[config.mk]
export PLATFORM = sky130hd
export DESIGN_NAME = pc_unit_flat
export DESIGN_NICKNAME = d
export VERILOG_FILES = /design/src/rtl/pc_pkg.sv /design/src/rtl/pc_if.sv /design/src/rtl/pc_unit.sv /design/src/flat_wrapper.sv
export SDC_FILE = /design/constraint.sdc
export NUM_CORES = 1
export LEC_CHECK = 0
export CORE_AREA = 2 2 165 167
export CTS_CLUSTER_SIZE = 24
export DETAILED_ROUTE_END_ITERATION = 7
export DIE_AREA = 0 0 167 169
export HOLD_SLACK_MARGIN = 0.03
export SYNTH_ARGS = -nofsm -noshare
export SYNTH_HDL_FRONTEND = slang
export SYNTH_SLANG_ARGS = --single-unit
[constraint.sdc]
create_clock -name CLK -period 6.7 [get_ports CLK]
set_input_delay 1.675 -clock CLK [delete_from_list [all_inputs] [get_ports CLK]]
set_output_delay 1.675 -clock CLK [all_outputs]
set_load 0.01 [all_outputs]
[src/rtl/pc_pkg.sv]
// ============================================================================
// Module      : pc_pkg
// Description : Shared types and constants for the OTTER program-counter unit:
//               next-PC source encoding, PC step and default widths.
// Revision    : 1.0 - initial release
// ============================================================================
`default_nettype none

package pc_pkg;

  // Next-PC source select. 6 and 7 both hold the PC.
  typedef enum logic [2:0] {
    SEL_SEQ    = 3'd0,
    SEL_JALR   = 3'd1,
    SEL_BRANCH = 3'd2,
    SEL_JAL    = 3'd3,
    SEL_TRAP   = 3'd4,
    SEL_MRET   = 3'd5,
    SEL_HOLD6  = 3'd6,
    SEL_HOLD7  = 3'd7
  } pc_sel_t;

  localparam int PC_STEP       = 4;
  localparam int DEF_WIDTH     = 32;
  localparam int DEF_CNT_WIDTH = 64;

endpackage

`default_nettype wire

[src/rtl/pc_if.sv]
// ============================================================================
// Module      : pc_if
// Description : Bundle between the fetch-stage control and the PC unit.
//               master : control side (drives write enable, select, targets)
//               slave  : pc_unit (drives PC_COUNT, PC_PLUS4, MEPC, INSTRET,
//                        MISALIGN)
// Revision    : 1.0 - initial release
// ============================================================================
`default_nettype none

interface pc_if
  import pc_pkg::*;
#(
  parameter int WIDTH     = DEF_WIDTH,
  parameter int CNT_WIDTH = DEF_CNT_WIDTH
) ();

  logic                 PC_WRITE;
  pc_sel_t              PC_SEL;
  logic [WIDTH-1:0]     JALR_TGT;
  logic [WIDTH-1:0]     BRANCH_TGT;
  logic [WIDTH-1:0]     JAL_TGT;
  logic [WIDTH-1:0]     MTVEC;
  logic [WIDTH-1:0]     PC_COUNT;
  logic [WIDTH-1:0]     PC_PLUS4;
  logic [WIDTH-1:0]     MEPC;
  logic [CNT_WIDTH-1:0] INSTRET;
  logic                 MISALIGN;

  modport master (
    output PC_WRITE, PC_SEL, JALR_TGT, BRANCH_TGT, JAL_TGT, MTVEC,
    input  PC_COUNT, PC_PLUS4, MEPC, INSTRET, MISALIGN
  );

  modport slave (
    input  PC_WRITE, PC_SEL, JALR_TGT, BRANCH_TGT, JAL_TGT, MTVEC,
    output PC_COUNT, PC_PLUS4, MEPC, INSTRET, MISALIGN
  );

endinterface

`default_nettype wire

[src/rtl/pc_unit.sv]
// ============================================================================
// Module      : pc_unit
// Description : Program counter for the OTTER fetch stage. Selects the next
//               PC among sequential, jalr, branch, jal, trap vector and trap
//               return; keeps the exception PC (MEPC) and a retired
//               instruction counter.
// Ports       : CLK  - rising-edge clock
//               RST  - asynchronous active-high reset
//               bus  - pc_if.slave (PC_WRITE, PC_SEL, targets, MTVEC in;
//                      PC_COUNT, PC_PLUS4, MEPC, INSTRET, MISALIGN out)
// Options     : `define PC_MISALIGN_TRAP_EN to trap misaligned jalr/branch/jal
//               targets to MTVEC; otherwise MISALIGN is tied 0 and targets
//               load verbatim.
// Revision    : 1.0 - initial release
// ============================================================================
`default_nettype none

module pc_unit
  import pc_pkg::*;
#(
  parameter int               WIDTH     = DEF_WIDTH,
  parameter logic [WIDTH-1:0] RESET_VEC = '0,
  parameter int               CNT_WIDTH = DEF_CNT_WIDTH
) (
  input  wire  CLK,
  input  wire  RST,
  pc_if.slave  bus
);

  logic [WIDTH-1:0]     r_pc;
  logic [WIDTH-1:0]     r_mepc;
  logic [CNT_WIDTH-1:0] r_instret;

  logic [WIDTH-1:0]     w_pc_plus4;
  logic [WIDTH-1:0]     w_jalr_tgt;
  logic [WIDTH-1:0]     w_vec;
  logic [WIDTH-1:0]     w_next_pc;
  logic                 w_save_mepc;
  logic                 w_retire;
  logic                 w_misalign;

  assign w_pc_plus4 = r_pc + WIDTH'(PC_STEP);
  assign w_jalr_tgt = {bus.JALR_TGT[WIDTH-1:1], 1'b0};
  assign w_vec      = {bus.MTVEC[WIDTH-1:2], 2'b00};

  always_comb begin
    w_next_pc   = r_pc;
    w_save_mepc = 1'b0;
    w_retire    = 1'b0;
    case (bus.PC_SEL)
      SEL_SEQ:    begin w_next_pc = w_pc_plus4;     w_retire = 1'b1; end
      SEL_JALR:   begin w_next_pc = w_jalr_tgt;     w_retire = 1'b1; end
      SEL_BRANCH: begin w_next_pc = bus.BRANCH_TGT; w_retire = 1'b1; end
      SEL_JAL:    begin w_next_pc = bus.JAL_TGT;    w_retire = 1'b1; end
      SEL_TRAP:   begin w_next_pc = w_vec;          w_save_mepc = 1'b1; end
      SEL_MRET:   begin w_next_pc = r_mepc;         w_retire = 1'b1; end
      default:    w_next_pc = r_pc;
    endcase

`ifdef PC_MISALIGN_TRAP_EN
    // A redirect whose resolved target is not word aligned becomes a trap:
    // vector taken, current PC saved, instruction not retired.
    w_misalign = 1'b0;
    if ((bus.PC_SEL == SEL_JALR || bus.PC_SEL == SEL_BRANCH ||
         bus.PC_SEL == SEL_JAL) && (w_next_pc[1:0] != 2'b00)) begin
      w_misalign  = 1'b1;
      w_next_pc   = w_vec;
      w_save_mepc = 1'b1;
      w_retire    = 1'b0;
    end
`else
    w_misalign = 1'b0;
`endif
  end

  always_ff @(posedge CLK or posedge RST) begin
    if (RST) begin
      r_pc      <= RESET_VEC;
      r_mepc    <= '0;
      r_instret <= '0;
    end else if (bus.PC_WRITE) begin
      r_pc <= w_next_pc;
      if (w_save_mepc) r_mepc    <= r_pc;
      if (w_retire)    r_instret <= r_instret + CNT_WIDTH'(1);
    end
  end

`ifdef PC_MISALIGN_TRAP_EN
  logic r_misalign;

  always_ff @(posedge CLK or posedge RST) begin
    if (RST) r_misalign <= 1'b0;
    else     r_misalign <= bus.PC_WRITE & w_misalign;
  end

  assign bus.MISALIGN = r_misalign;
`else
  // Only referenced by the alignment check when that option is built.
  logic w_unused_bits;
  assign w_unused_bits = w_misalign;
  assign bus.MISALIGN  = 1'b0;
`endif

  assign bus.PC_COUNT = r_pc;
  assign bus.PC_PLUS4 = w_pc_plus4;
  assign bus.MEPC     = r_mepc;
  assign bus.INSTRET  = r_instret;

endmodule

`default_nettype wire

[src/flat_wrapper.sv]
// flat-port wrapper written by rule: the top's interface ports become plain ports
module pc_unit_flat import pc_pkg::*;
#(
  parameter int               WIDTH     = DEF_WIDTH,
  parameter logic [WIDTH-1:0] RESET_VEC = '0,
  parameter int               CNT_WIDTH = DEF_CNT_WIDTH
)
  (CLK, RST, bus_PC_WRITE, bus_PC_SEL, bus_JALR_TGT, bus_BRANCH_TGT, bus_JAL_TGT, bus_MTVEC, bus_PC_COUNT, bus_PC_PLUS4, bus_MEPC, bus_INSTRET, bus_MISALIGN);
  pc_if #(.WIDTH(WIDTH), .CNT_WIDTH(CNT_WIDTH)) bus_i ();
  input  wire CLK;
  input  wire RST;
  input wire logic [$bits(bus_i.PC_WRITE)-1:0] bus_PC_WRITE;
  input wire logic [$bits(bus_i.PC_SEL)-1:0] bus_PC_SEL;
  input wire logic [$bits(bus_i.JALR_TGT)-1:0] bus_JALR_TGT;
  input wire logic [$bits(bus_i.BRANCH_TGT)-1:0] bus_BRANCH_TGT;
  input wire logic [$bits(bus_i.JAL_TGT)-1:0] bus_JAL_TGT;
  input wire logic [$bits(bus_i.MTVEC)-1:0] bus_MTVEC;
  output wire logic [$bits(bus_i.PC_COUNT)-1:0] bus_PC_COUNT;
  output wire logic [$bits(bus_i.PC_PLUS4)-1:0] bus_PC_PLUS4;
  output wire logic [$bits(bus_i.MEPC)-1:0] bus_MEPC;
  output wire logic [$bits(bus_i.INSTRET)-1:0] bus_INSTRET;
  output wire logic [$bits(bus_i.MISALIGN)-1:0] bus_MISALIGN;
  assign bus_i.PC_WRITE = bus_PC_WRITE;
  assign bus_i.PC_SEL = bus_PC_SEL;
  assign bus_i.JALR_TGT = bus_JALR_TGT;
  assign bus_i.BRANCH_TGT = bus_BRANCH_TGT;
  assign bus_i.JAL_TGT = bus_JAL_TGT;
  assign bus_i.MTVEC = bus_MTVEC;
  assign bus_PC_COUNT = bus_i.PC_COUNT;
  assign bus_PC_PLUS4 = bus_i.PC_PLUS4;
  assign bus_MEPC = bus_i.MEPC;
  assign bus_INSTRET = bus_i.INSTRET;
  assign bus_MISALIGN = bus_i.MISALIGN;
  pc_unit #(.WIDTH(WIDTH), .RESET_VEC(RESET_VEC), .CNT_WIDTH(CNT_WIDTH)) u_core (.CLK(CLK), .RST(RST), .bus(bus_i));
endmodule
======== Yosys cells after proc, flatten, opt, wreduce, memory -nomap -nowiden ========
Cells that the tools add are included.
word-level totals
  register bits ........................... 128
  input port bits ......................... 134
cells by class
  mux-type cells .......................... 3
  equal/unequal tests ..................... 5
  $add $sub $neg .......................... 2
  reduce and logical (&&, ||, !) cells .... 6
operators by type and width
  cell                                                             count
  32-bit case mux with 6 select lines                              1
  64-bit by 1-bit adder with 64-bit output, second input constant  1
  32-bit by 3-bit adder with 32-bit output, second input constant  1
  3-bit by 2-bit == test with 1-bit output, second input constant  2
  3-bit == test, second input constant                             2
  2-bit AND reduction                                              3
  6-bit nonzero test                                               1
  5-bit OR reduction                                               1
  3-bit by 1-bit == test with 1-bit output, second input constant  1
  3-bit logical NOT                                                1
  1-bit 2-to-1 mux                                                 2

======== Logic depth before layout (Yosys ltp) ========
  depth after elaboration ................. 4
  gate-level depth with buffers ........... 8
  gate-level depth less buffers ........... 6

======== Least setup slack after synthesis ========
OpenSTA, ideal clock, no wires.
  path type ............................... reg-to-output
  from .................................... reg u_core.r_pc[3] (netlist: u_core.bus.PC_COUNT[3])
  to ...................................... out bus_PC_PLUS4[28]
  stages on the path, launching flop included .. 6
  slack ................................... 3.251 ns
  arrival time ............................ 1.774 ns
  path buffers ............................ 0
  cells stage by stage .................... dfrtp_1 > ha_1 > nand2_1 > or2_1 > nor4_1 > xor2_1
between the ends
  word-level cells in the longest chain between the ends .. 1
RTL lines
  element                                   line                text
  from (decl)                               pc_unit.sv:30       logic [WIDTH-1:0] r_pc;
  from (signal assigned)                    pc_unit.sv:82       r_pc <= w_next_pc;
  32-bit by 3-bit adder with 32-bit output  pc_unit.sv:42       assign w_pc_plus4 = r_pc + WIDTH'(PC_STEP);
  to (decl)                                 flat_wrapper.sv:19  output wire logic [$bits(bus_i.PC_PLUS4)-1:0] bus_PC_PLUS4;
Every way passes these cells.

======== Worst setup path in the final report ========
  from .................................... reg u_core.r_pc[2] (netlist: u_core.bus.PC_COUNT[2])
  to ...................................... out bus_PC_PLUS4[28]
Same word-level chain as after synthesis.

==> flow_metrics.env <==
export IMPL_synth_cell_types=64
export IMPL_dieArea_mm2=0.0282
export IMPL_ys_async_sr_fraction_pct=100
export IMPL_finalPower_w=0.00295
export IMPL_wl_met1_um=13200
export IMPL_r2r_start="u_core.bus.INSTRET[12]"
export IMPL_reg2reg_to="u_core.bus.INSTRET[63]"
export IMPL_cts_buffers=17
export IMPL_final_common_cell="clkdlybuf4s50_1"
export IMPL_path_class="reg2out"
export IMPL_clk_pin_slew_worst_paths_ns=0.06
export IMPL_nNetsFinal=1223
export IMPL_cp_slowest_cell="nor4_1"
export IMPL_whs_path_depth=1
export IMPL_hold_buffers=0
export IMPL_arrival_ns=3.14
export IMPL_pin_count=295
export IMPL_required_ns=5.03
export IMPL_initial_utilization_pct=29.4
export IMPL_reg2regPathDepth=5
export IMPL_postCtsSetupBuffers=0
export IMPL_via_count=7648
export IMPL_cts_buffer_depth=2
export IMPL_status="completed"
export IMPL_viasPerCell=5.30
export IMPL_crit_fanout=6
export IMPL_routed_wl_um=30400
export IMPL_synth_seq_area_share_pct=41.1
export IMPL_drt_pass1_iter_count=5
export IMPL_dr_max_layer_used="met5"
export IMPL_cts_root_buf="clkbuf_16"
export IMPL_cp_depth=6
export IMPL_overflow=0
export IMPL_sequentialPowerShare_pct=36.1
export IMPL_grt_first_pass_wirelength_um=46600
export IMPL_synth_warnings=0
export IMPL_syn_nets=962
export IMPL_yosysTopAreaCell="dfrtp_1"
export IMPL_core_mm2=0.0265
export IMPL_rsz0062_at_grt="no"
export IMPL_wl_per_cell_um=21.1
export IMPL_critPathLaunch="u_core.bus.PC_COUNT[2]"
export IMPL_max_freq_ghz=0.208
export IMPL_final_cells=1443
export IMPL_fin_crit_ns=4.81
export IMPL_ys_flop_type="dfrtp_1"
export IMPL_synth_edf_count=0
export IMPL_fp_dieH_um=169
export IMPL_postRouteAntennaNets=0
export IMPL_synth_area_mm2=0.00780
export IMPL_peakVddDrop_mv=0.146
export IMPL_maxCapViolCount=0
export IMPL_htree_levels=4
export IMPL_fin_crit_sh_pct=71.8
export IMPL_worst_hold_slack_ns=0.471
export IMPL_insertion_delay_ns=0.42
export IMPL_syn_avg_cell_area_um2=9.44
export IMPL_grt_max_degree=101
export IMPL_finalMaxSlewViolations=0
export IMPL_reg2reg_slack_ns=4.26
export IMPL_dpl_hpwl_um=21900
export IMPL_clock_sinks=128
export IMPL_max_slew_margin_pct=27.8
export IMPL_setup_viol=0
export IMPL_yosysTopAreaCellShare_pct=41.1
export IMPL_endpoint="bus_PC_PLUS4[28]"
export IMPL_gp_congestion=0.807
export IMPL_end_kind="output pin"
export IMPL_io_buffers=290
export IMPL_rows=60
export IMPL_mostFrequentLayoutCells="287 x clkdlybuf4s50_1, 128 x dfrtp_1, 67 x nand2_1, 58 x xnor2_1, 54 x nand3_1"
export IMPL_critPathBufInv=1
export IMPL_fin_worst_skew_ns=0.0148
export IMPL_worst_setup_path_start_kind="flip-flop"
export IMPL_min_path_type="reg2reg"
export IMPL_crit_chain="ha_1 -> nand2_1 -> or2_1 -> nor4_1 -> xor2_1 -> clkdlybuf4s50_1"
export IMPL_ys_ff_latch=128
export IMPL_netlist_instances=826
export IMPL_drive_gt1_share_pct=9.27
export IMPL_cts_resized=0
export IMPL_synthTopCellsByArea="dfrtp_1 41%, xnor2_1 6.5%, mux2_2 6.2%"
export IMPL_p_leak_nw=4.66
export IMPL_grt_usage_pct=21.2
export IMPL_p_int_w=0.00202
export IMPL_pwr_share_comb_pct=30.5
export IMPL_cts_tree="built"
export IMPL_clkPwrFrac_pct=33.4
export IMPL_wl_met2_um=13900
export IMPL_dp_cells=1409
export IMPL_hold_viol_final=0
export IMPL_fin_tns_setup_ns=0
export IMPL_switching_share_pct=31.7
export IMPL_max_slew_worst_pin_slew_ns=1.08
export IMPL_grt_antenna_before_repair=5
export IMPL_p_per_area_mw_per_mm2=255
export IMPL_drc=0
export IMPL_die_x_um=167
export IMPL_p_switching_w=0.000934
export IMPL_grt_pass1_vias=7717
export IMPL_wl_met3_um=2730
export IMPL_cpLargestDelayFamily="simple AND/OR/NAND/NOR gates"
export IMPL_syn2layout_area_growth_pct=48.4
export IMPL_fin_util_pct=43.7
export IMPL_max_stage_delay_ns=0.65
export IMPL_drt_initial_drc_count=452
flip-flops by register name, summed over array words and instances (netlist names):
signal and flops:
u_core.bus.INSTRET 64, u_core.bus.MEPC 32, u_core.bus.PC_COUNT 32
final cells by class:
cell class / instances / area (um^2)
Fill cell: 2613 / 14900
Multi-Input combinational cell: 615 / 4260
Sequential cell: 128 / 3200
Timing Repair Buffer: 300 / 2960
Clock buffer: 18 / 439
Tap cell: 341 / 427
Clock inverter: 14 / 178
Inverter: 25 / 98.8
Antenna cell: 2 / 5.00
through the flow:
step                instance area (um^2)  setup slack, ns
global route                       11600             1.75
CTS                                11600             1.87
finish                             11600             1.89
floorplan                           7800             1.61
detailed placement                 11000             2.05
global placement                   11000             2.08
layer usage:
| metal | track usage (%) | vias to the layer above |
|---|---|---|
| met1 | 26.8 | 3768 |
| met2 | 34.6 | 294 |
| li1 | - | 3544 |
| met3 | 7.29 | 36 |
| met5 | 0 | - |
| met4 | 5.58 | 6 |
power groups by stage:
stage	Combinational, W	Sequential (W)	Clock (W)
finish	0.000899	0.00106	0.000985
global route	0.000964	0.00109	0.00104
CTS	0.000910	0.00106	0.00101
detailed placement	0.000905	0.00108	0
global placement	0.000899	0.00107	0
floorplan	0.000367	0.00107	0
cell usage after synthesis, types with 8 or more instances:
| cell | number |
|---|---|
| a21oi_1 | 34 |
| a221oi_1 | 8 |
| a22oi_1 | 9 |
| a2bb2oi_1 | 12 |
| a31oi_1 | 9 |
| and3_1 | 12 |
| buf_1 | 10 |
| buf_2 | 18 |
| clkbuf_1 | 27 |
| dfrtp_1 | 128 |
| inv_1 | 24 |
| mux2_2 | 43 |
| mux2i_1 | 15 |
| nand2_1 | 67 |
| nand2b_1 | 9 |
| nand3_1 | 54 |
| nand4_1 | 27 |
| nor2_1 | 40 |
| nor2b_1 | 8 |
| nor3_1 | 20 |
| nor4_1 | 11 |
| o21a_1 | 11 |
| o21ai_0 | 22 |
| o221ai_1 | 8 |
| o22a_1 | 20 |
| o22ai_1 | 14 |
| xnor2_1 | 58 |
| xor2_1 | 33 |
kinds of logic after synthesis:
group                      Yosys count  synth area share [%]
adders and majority gates            2                 0.321
and+or+nand+nor                    274                  18.1
muxes                               60                  8.43
other                                1                0.0481
DFF                                128                  41.1
AOI/OAI and AO/OA                  187                  17.3
xor gates and xnor gates            91                  10.2
buffers and inverters               83                  4.43
worst min-delay path by stage:
stage | end | slack (ns) | start
global placement | u_core.bus.INSTRET[63] | 0.47 | u_core.bus.INSTRET[63]
floorplan | u_core.bus.INSTRET[63] | 0.50 | u_core.bus.INSTRET[63]
CTS | u_core.bus.INSTRET[63] | 0.48 | u_core.bus.INSTRET[63]
detailed placement | u_core.bus.INSTRET[63] | 0.46 | u_core.bus.INSTRET[63]
finish | u_core.bus.INSTRET[63] | 0.47 | u_core.bus.INSTRET[63]
global route | u_core.bus.INSTRET[63] | 0.50 | u_core.bus.INSTRET[63]
(Power assumes the default switching activity.)
